[src/rtl/data_mem_arb_pkg.sv]
// Shared definitions for the two-master data memory arbiter:
// FSM state encoding and the byte stride between consecutive burst beats.
package data_mem_arb_pkg;

    typedef enum logic {
        ARB_IDLE  = 1'b0,
        ARB_BURST = 1'b1
    } arb_state_e;

    localparam int ARB_WORD_STRIDE = 4;

endpackage

[src/rtl/arb_burst_gen.sv]
// Burst command latch and beat address generator for the burst master.
// Holds base/len/direction, counts beats and flags the last one.
module arb_burst_gen
    import data_mem_arb_pkg::*;
#(
    parameter int ADDR_W = 32,
    parameter int LEN_W  = 4
) (
    input  logic              clk,
    input  logic              rst,
    input  logic              i_load,
    input  logic              i_advance,
    input  logic [ADDR_W-1:0] i_addr,
    input  logic              i_we,
    input  logic [LEN_W-1:0]  i_len,
    output logic [ADDR_W-1:0] o_addr,
    output logic              o_we,
    output logic              o_last
);

    logic [ADDR_W-1:0] r_base;
    logic              r_we;
    logic [LEN_W-1:0]  r_len;
    logic [LEN_W-1:0]  r_cnt;
    logic [ADDR_W-1:0] w_offset;

    // The base is word-aligned on load; the two low address bits are dropped.
    always_ff @(posedge clk or posedge rst) begin
        if (rst) begin
            r_base <= '0;
            r_we   <= 1'b0;
            r_len  <= '0;
            r_cnt  <= '0;
        end else if (i_load) begin
            r_base <= i_addr & ~ADDR_W'(3);
            r_we   <= i_we;
            r_len  <= i_len;
            r_cnt  <= '0;
        end else if (i_advance) begin
            r_cnt  <= r_cnt + 1'b1;
        end
    end

    // Address arithmetic is modulo 2^ADDR_W, so bursts wrap through zero.
    assign w_offset = ADDR_W'(r_cnt) * ADDR_W'(ARB_WORD_STRIDE);
    assign o_addr   = r_base + w_offset;
    assign o_we     = r_we;
    assign o_last   = (r_cnt == r_len);

endmodule

[src/rtl/data_mem_arb.sv]
// Two-master arbiter for the data memory port: the core (m0) owns memory in IDLE,
// the burst master (m1) owns it in BURST while the core pipeline is held.
module data_mem_arb
    import data_mem_arb_pkg::*;
#(
    parameter int ADDR_W = 32,
    parameter int DATA_W = 32,
    parameter int LEN_W  = 4
) (
    input  logic              clk,
    input  logic              rst,
    input  logic              m0_req_i,
    input  logic              m0_we_i,
    input  logic [ADDR_W-1:0] m0_raddr_i,
    input  logic [ADDR_W-1:0] m0_waddr_i,
    input  logic [DATA_W-1:0] m0_wdata_i,
    output logic [DATA_W-1:0] m0_rdata_o,
    output logic              hold_o,
    input  logic              m1_req_i,
    input  logic              m1_we_i,
    input  logic [ADDR_W-1:0] m1_addr_i,
    input  logic [LEN_W-1:0]  m1_len_i,
    output logic              m1_ack_o,
    output logic              m1_beat_o,
    input  logic [DATA_W-1:0] m1_wdata_i,
    output logic [DATA_W-1:0] m1_rdata_o,
    output logic              m1_rvalid_o,
    output logic              m1_done_o,
    output logic              mem_req_o,
    output logic              mem_we_o,
    output logic [ADDR_W-1:0] mem_raddr_o,
    output logic [ADDR_W-1:0] mem_waddr_o,
    output logic [DATA_W-1:0] mem_wdata_o,
    input  logic [DATA_W-1:0] mem_rdata_i
);

    arb_state_e        r_state;
    arb_state_e        w_nextState;
    logic [ADDR_W-1:0] w_beatAddr;
    logic              w_burstWe;
    logic              w_last;
    logic              w_inBurst;
    logic [DATA_W-1:0] r_rdata;
    logic              r_rvalid;

    assign w_inBurst = (r_state == ARB_BURST);

    arb_burst_gen #(
        .ADDR_W (ADDR_W),
        .LEN_W  (LEN_W)
    ) u_burst_gen (
        .clk       (clk),
        .rst       (rst),
        .i_load    (m1_ack_o),
        .i_advance (w_inBurst),
        .i_addr    (m1_addr_i),
        .i_we      (m1_we_i),
        .i_len     (m1_len_i),
        .o_addr    (w_beatAddr),
        .o_we      (w_burstWe),
        .o_last    (w_last)
    );

    always_ff @(posedge clk or posedge rst) begin
        if (rst) begin
            r_state <= ARB_IDLE;
        end else begin
            r_state <= w_nextState;
        end
    end

    // The accept cycle is always an IDLE cycle, so back-to-back bursts leave the core a slot.
    always_comb begin
        w_nextState = r_state;
        case (r_state)
            ARB_IDLE:  if (m1_req_i) w_nextState = ARB_BURST;
            ARB_BURST: if (w_last)   w_nextState = ARB_IDLE;
        endcase
    end

    always_comb begin
        mem_req_o   = 1'b0;
        mem_we_o    = 1'b0;
        mem_raddr_o = m0_raddr_i;
        mem_waddr_o = m0_waddr_i;
        mem_wdata_o = m0_wdata_i;
        hold_o      = 1'b0;
        m1_ack_o    = 1'b0;
        m1_beat_o   = 1'b0;
        m1_done_o   = 1'b0;
        if (!rst) begin
            case (r_state)
                ARB_IDLE: begin
                    mem_req_o = m0_req_i;
                    mem_we_o  = m0_req_i & m0_we_i;
                    m1_ack_o  = m1_req_i;
                end
                ARB_BURST: begin
                    mem_req_o   = 1'b1;
                    mem_we_o    = w_burstWe;
                    mem_raddr_o = w_beatAddr;
                    mem_waddr_o = w_beatAddr;
                    mem_wdata_o = m1_wdata_i;
                    hold_o      = m0_req_i;
                    m1_beat_o   = 1'b1;
                    m1_done_o   = w_last;
                end
            endcase
        end
    end

    always_ff @(posedge clk or posedge rst) begin
        if (rst) begin
            r_rdata  <= '0;
            r_rvalid <= 1'b0;
        end else begin
            r_rvalid <= w_inBurst & ~w_burstWe;
            if (w_inBurst && !w_burstWe) begin
                r_rdata <= mem_rdata_i;
            end
        end
    end

    assign m0_rdata_o  = mem_rdata_i;
    assign m1_rdata_o  = r_rdata;
    assign m1_rvalid_o = r_rvalid;

endmodule
[config.mk]
export PLATFORM = sky130hd
export DESIGN_NAME = data_mem_arb
export DESIGN_NICKNAME = d
export VERILOG_FILES = /design/src/rtl/data_mem_arb_pkg.sv /design/src/rtl/arb_burst_gen.sv /design/src/rtl/data_mem_arb.sv
export SDC_FILE = /design/constraint.sdc
export NUM_CORES = 1
export LEC_CHECK = 0
export CORE_AREA = 2 2 142 144
export CTS_CLUSTER_DIAMETER = 80
export DETAILED_ROUTE_END_ITERATION = 6
export DIE_AREA = 0 0 144 146
export GPL_ROUTABILITY_DRIVEN = 0
export MAX_ROUTING_LAYER = met4
export PLACE_DENSITY = 0.67
export SETUP_SLACK_MARGIN = 0.2
export SLEW_MARGIN = 20
export SYNTH_ARGS = -nofsm -noshare
export SYNTH_HDL_FRONTEND = slang
export SYNTH_SLANG_ARGS = --single-unit
export TNS_END_PERCENT = 10
[constraint.sdc]
create_clock -name clk -period 3.9 [get_ports clk]
set_input_delay 1.17 -clock clk [delete_from_list [all_inputs] [get_ports clk]]
set_output_delay 1.17 -clock clk [all_outputs]
set_load 0.01 [all_outputs]
==> results by group <==
Finish
  – Final instance area: a little over 9000 µm²
  – Multi-input logic area: around 2900 µm²
  – FF/Latch Area: 1830 µm²
  – Most frequent cells in the layout: 268 x clkdlybuf4s50_1, 141 x nand2_1, 73 x dfrtp_1
  – Share of layout cells above drive strength 1: 20.2%
  – # fillers: around 1,900
  – Commonest non-fill, non-tap cell in the layout: clkdlybuf4s50_1
  – Post-route insts no fill: around 1,200
  – Nets@finish: 1,148
  – Area growth syn-to-layout: 88.4%

Logic synthesis
  – Gate Count Post-Synth: 582
  – EDFF count, synth: 0
  – Fraction of registers with async set/reset: 100%
  – YS warnings: 0
  – Mapped Nets: between 700 and 800
  – Synth Area in XOR/XNOR: 2.29%
  – Post-Synth Simple-Gate Area: roughly a quarter
  – Netlist Area Pre-Place: 4960 µm²
  – Largest family of logic cells by synthesized area: simple AND/OR/NAND/NOR gates
  – Sequential cell area fraction in the yosys report: 36.8%
  – Ys flop type: dfrtp_1
  – Avg Synthesized Cell Area: 8.53 µm²
  – Distinct cells, synth: 46
  – Synth Area in Compound Gates: 9.83%
  – Flops & latches, synth: 73
  – Post-synthesis mux area share: 15.2%
  – Adder-cell share of the synthesized area: 1.66%

Route
  – Drc violations: 0
  – Mean number of vias per cell: 4.71
  – DRT antenna net count: 0
  – Initial DRT Pass Iterations: 6
  – DR vias: 5,702
  – Routed WL per cell: 17.7 µm
  – Post-Route WL: 21,400 µm
  – Drt initial violations: between 200 and 250

Setup path
  – CP arrival: 2.56 ns
  – Worst Path Required: 2.73 ns
  – CP endpoint kind: output pin
  – CP Class: in -> out
  – Crit path max fanout: 11
  – Startpoint types: input pin

Timing
  – Max Clock Freq: approximately 0.27 GHz
  – Period utilization: a little over nine tenths
  – Fin Setup TNS: 0 ns
  – Worst slew margin: 56.4%
  – Endpoints failing setup: 0
  – Worst slew pin tran: 0.654 ns
  – Slew Viols, Final: 0
  – RSZ-0062 raised after global routing: true
  – Worst Slack Setup Final: 0.166 ns
  – Hold Vio Cnt, Final: 0
  – Setup Skew: 0.0106 ns
  – Min Tclk post-route: ~3.7 ns

Hold path
  – Class of the worst hold path: reg -> reg

Pwr
  – Leakage: 4.07 nW
  – VDD IR-drop max: 362 µV
  – Total power per unit cell area: 602 nW/µm²

Placement
  – Inst Count DP: 1,186
  – PortBufs: 366
  – Post-Place Cell Area: 8980 µm²
  – Dpl ws: -0.489 ns
  – DP HPWL: 16,800 µm

Clock tree
  – Clock Path Buffers: 2
  – Clk_lat worst skew: 0.34 ns
  – H-tree Lvls: 3
  – Clock Pin Slew Worst Setup and Hold Paths: ~0.060 ns
  – CTS Hold Bufs: 0
  – Clk sinks: between 70 and 80
  – CTS tree: done
  – CTS root buffer: clkbuf_16
  – Cts bufs inserted: 9

GRT
  – Grt total ovfl: 0
  – First-pass GRT wire length: 31,500 µm
  – Number of global-route vias before repair: 5,777
  – Total GRT Usage: about a fifth
  – Largest net degree at the start of global routing: 42
  – Antenna violations before repair: 2

Floorplan
  – Overall die width: 144 µm
  – Effective utilization at floorplan: about a quarter
  – Num ports: 369
  – Rows: 51
  – Core area: 19,300 µm²
  – Die Ht: between 100 and 150 µm
  – Die ar.: 21,000 µm²

Job
  – Max-cap viol count: 0

Run status
  – Status: complete, no violations
-- cells in the mapped netlist (all sizes together) (2+ instances only) --
library cell	count	share of area, %
a211oi	4	0.60
a21o	5	0.76
a21oi	16	1.6
a221oi	6	1.1
a31oi	12	1.5
and2	11	1.4
and3	2	0.25
and4	6	1.1
buf	46	6.3
clkbuf	22	1.7
dfrtp	73	37
ha	5	1.3
inv	4	0.30
mux2	67	15
nand2	141	11
nand2b	2	0.25
nand3	35	3.6
nand4	12	1.8
nor2	46	3.5
nor3	7	0.71
nor4	4	0.50
o211a	2	0.40
o211ai	4	0.60
o21ai	8	0.81
o311ai	4	0.71
o31ai	6	0.91
or4	10	1.6
xnor2	10	1.8
xor2	3	0.53
-- path summary, 6_finish.rpt --
path	from	to	slack [ns]	cells after the start
max	rst	mem_wdata_o[6]	0.17	8
min	m1_rdata_o[4]	m1_rdata_o[4]	0.50	1
max reg2reg	r_state	u_burst_gen.r_base[15]	2.04	4
min reg2reg	m1_rdata_o[4]	m1_rdata_o[4]	0.50	1
max in group asynchronous	rst	u_burst_gen.r_base[24]	2.00	4
min in group asynchronous	rst	u_burst_gen.r_len[2]	1.13	3
-- state kept, by name (all words and copies together), names as in the netlist --
register,flops
m1_rdata_o,32
u_burst_gen.r_base,30
u_burst_gen.r_cnt,4
u_burst_gen.r_len,4
m1_rvalid_o,1
r_state,1
u_burst_gen.o_we,1
-- metal layers --
layer  GRT usage, %  vias up  part of all wire, %
met4           4.31        0                  1.2
met2           35.1      265                   50
li1               -     2733                    -
met3           5.82       20                  8.8
met1           22.9     2684                   40
met5              -        -                    0
-- stage by stage --
stage	power (mW)	util (%)	hold WS, ns
2_1_floorplan	3.07	-	0.481
3_3_place_gp	4.91	46.4	0.488
3_5_place_dp	4.95	46.4	0.495
4_1_cts	5.68	48.3	0.509
5_1_grt	6.03	48.4	0.516
6_report	5.63	48.4	0.505
-- layout make-up --
type	count	share of cell area, %
diodes	2	0.0535
clock buffers	9	2.41
clock inverters	6	0.455
inverters	4	0.308
multi-input cells	437	30.6
flip-flops and latches	73	19.5
well taps	265	3.55
repair buffers	415	43.1
-- where the power goes --
| group | internal, mW | switching (mW) |
|---|---|---|
| logic | 1.78 | 1.61 |
| clock network | 0.429 | 0.349 |
| registers | 1.14 | 0.324 |
| total | 3.35 | 2.28 |
-- critical path: stages --
cell,delay (ns)
clkdlybuf4s15_1,0.18
nand2b_4,0.19
buf_12,0.15
clkinv_8,0.06
buf_4,0.16
nand2_1,0.06
nand2_1,0.05
clkdlybuf4s50_1,0.53
-- kinds of logic (layout without fill, tap and decap cells) --
logic type | count (synthesis) | in the layout
adder cells (fa/ha/maj) | 6 | 6
AO/OA/AOI/OAI | 72 | 72
other | 0 | 2
XOR/XNOR | 13 | 13
AND/OR/NAND/NOR | 279 | 279
multiplexers | 67 | 67
flip-flops | 73 | 73
buffers and inverters | 72 | 434
-- timing repair --
action,in CTS,in global routing
hold endpoints to repair,0,0
resized for setup,216,13
endpoints found under the setup margin,100,68
pin swaps,7,3
gates cloned,2,0
buffers inserted,6,0
No activity file was read; power rests on OpenSTA's default activity.
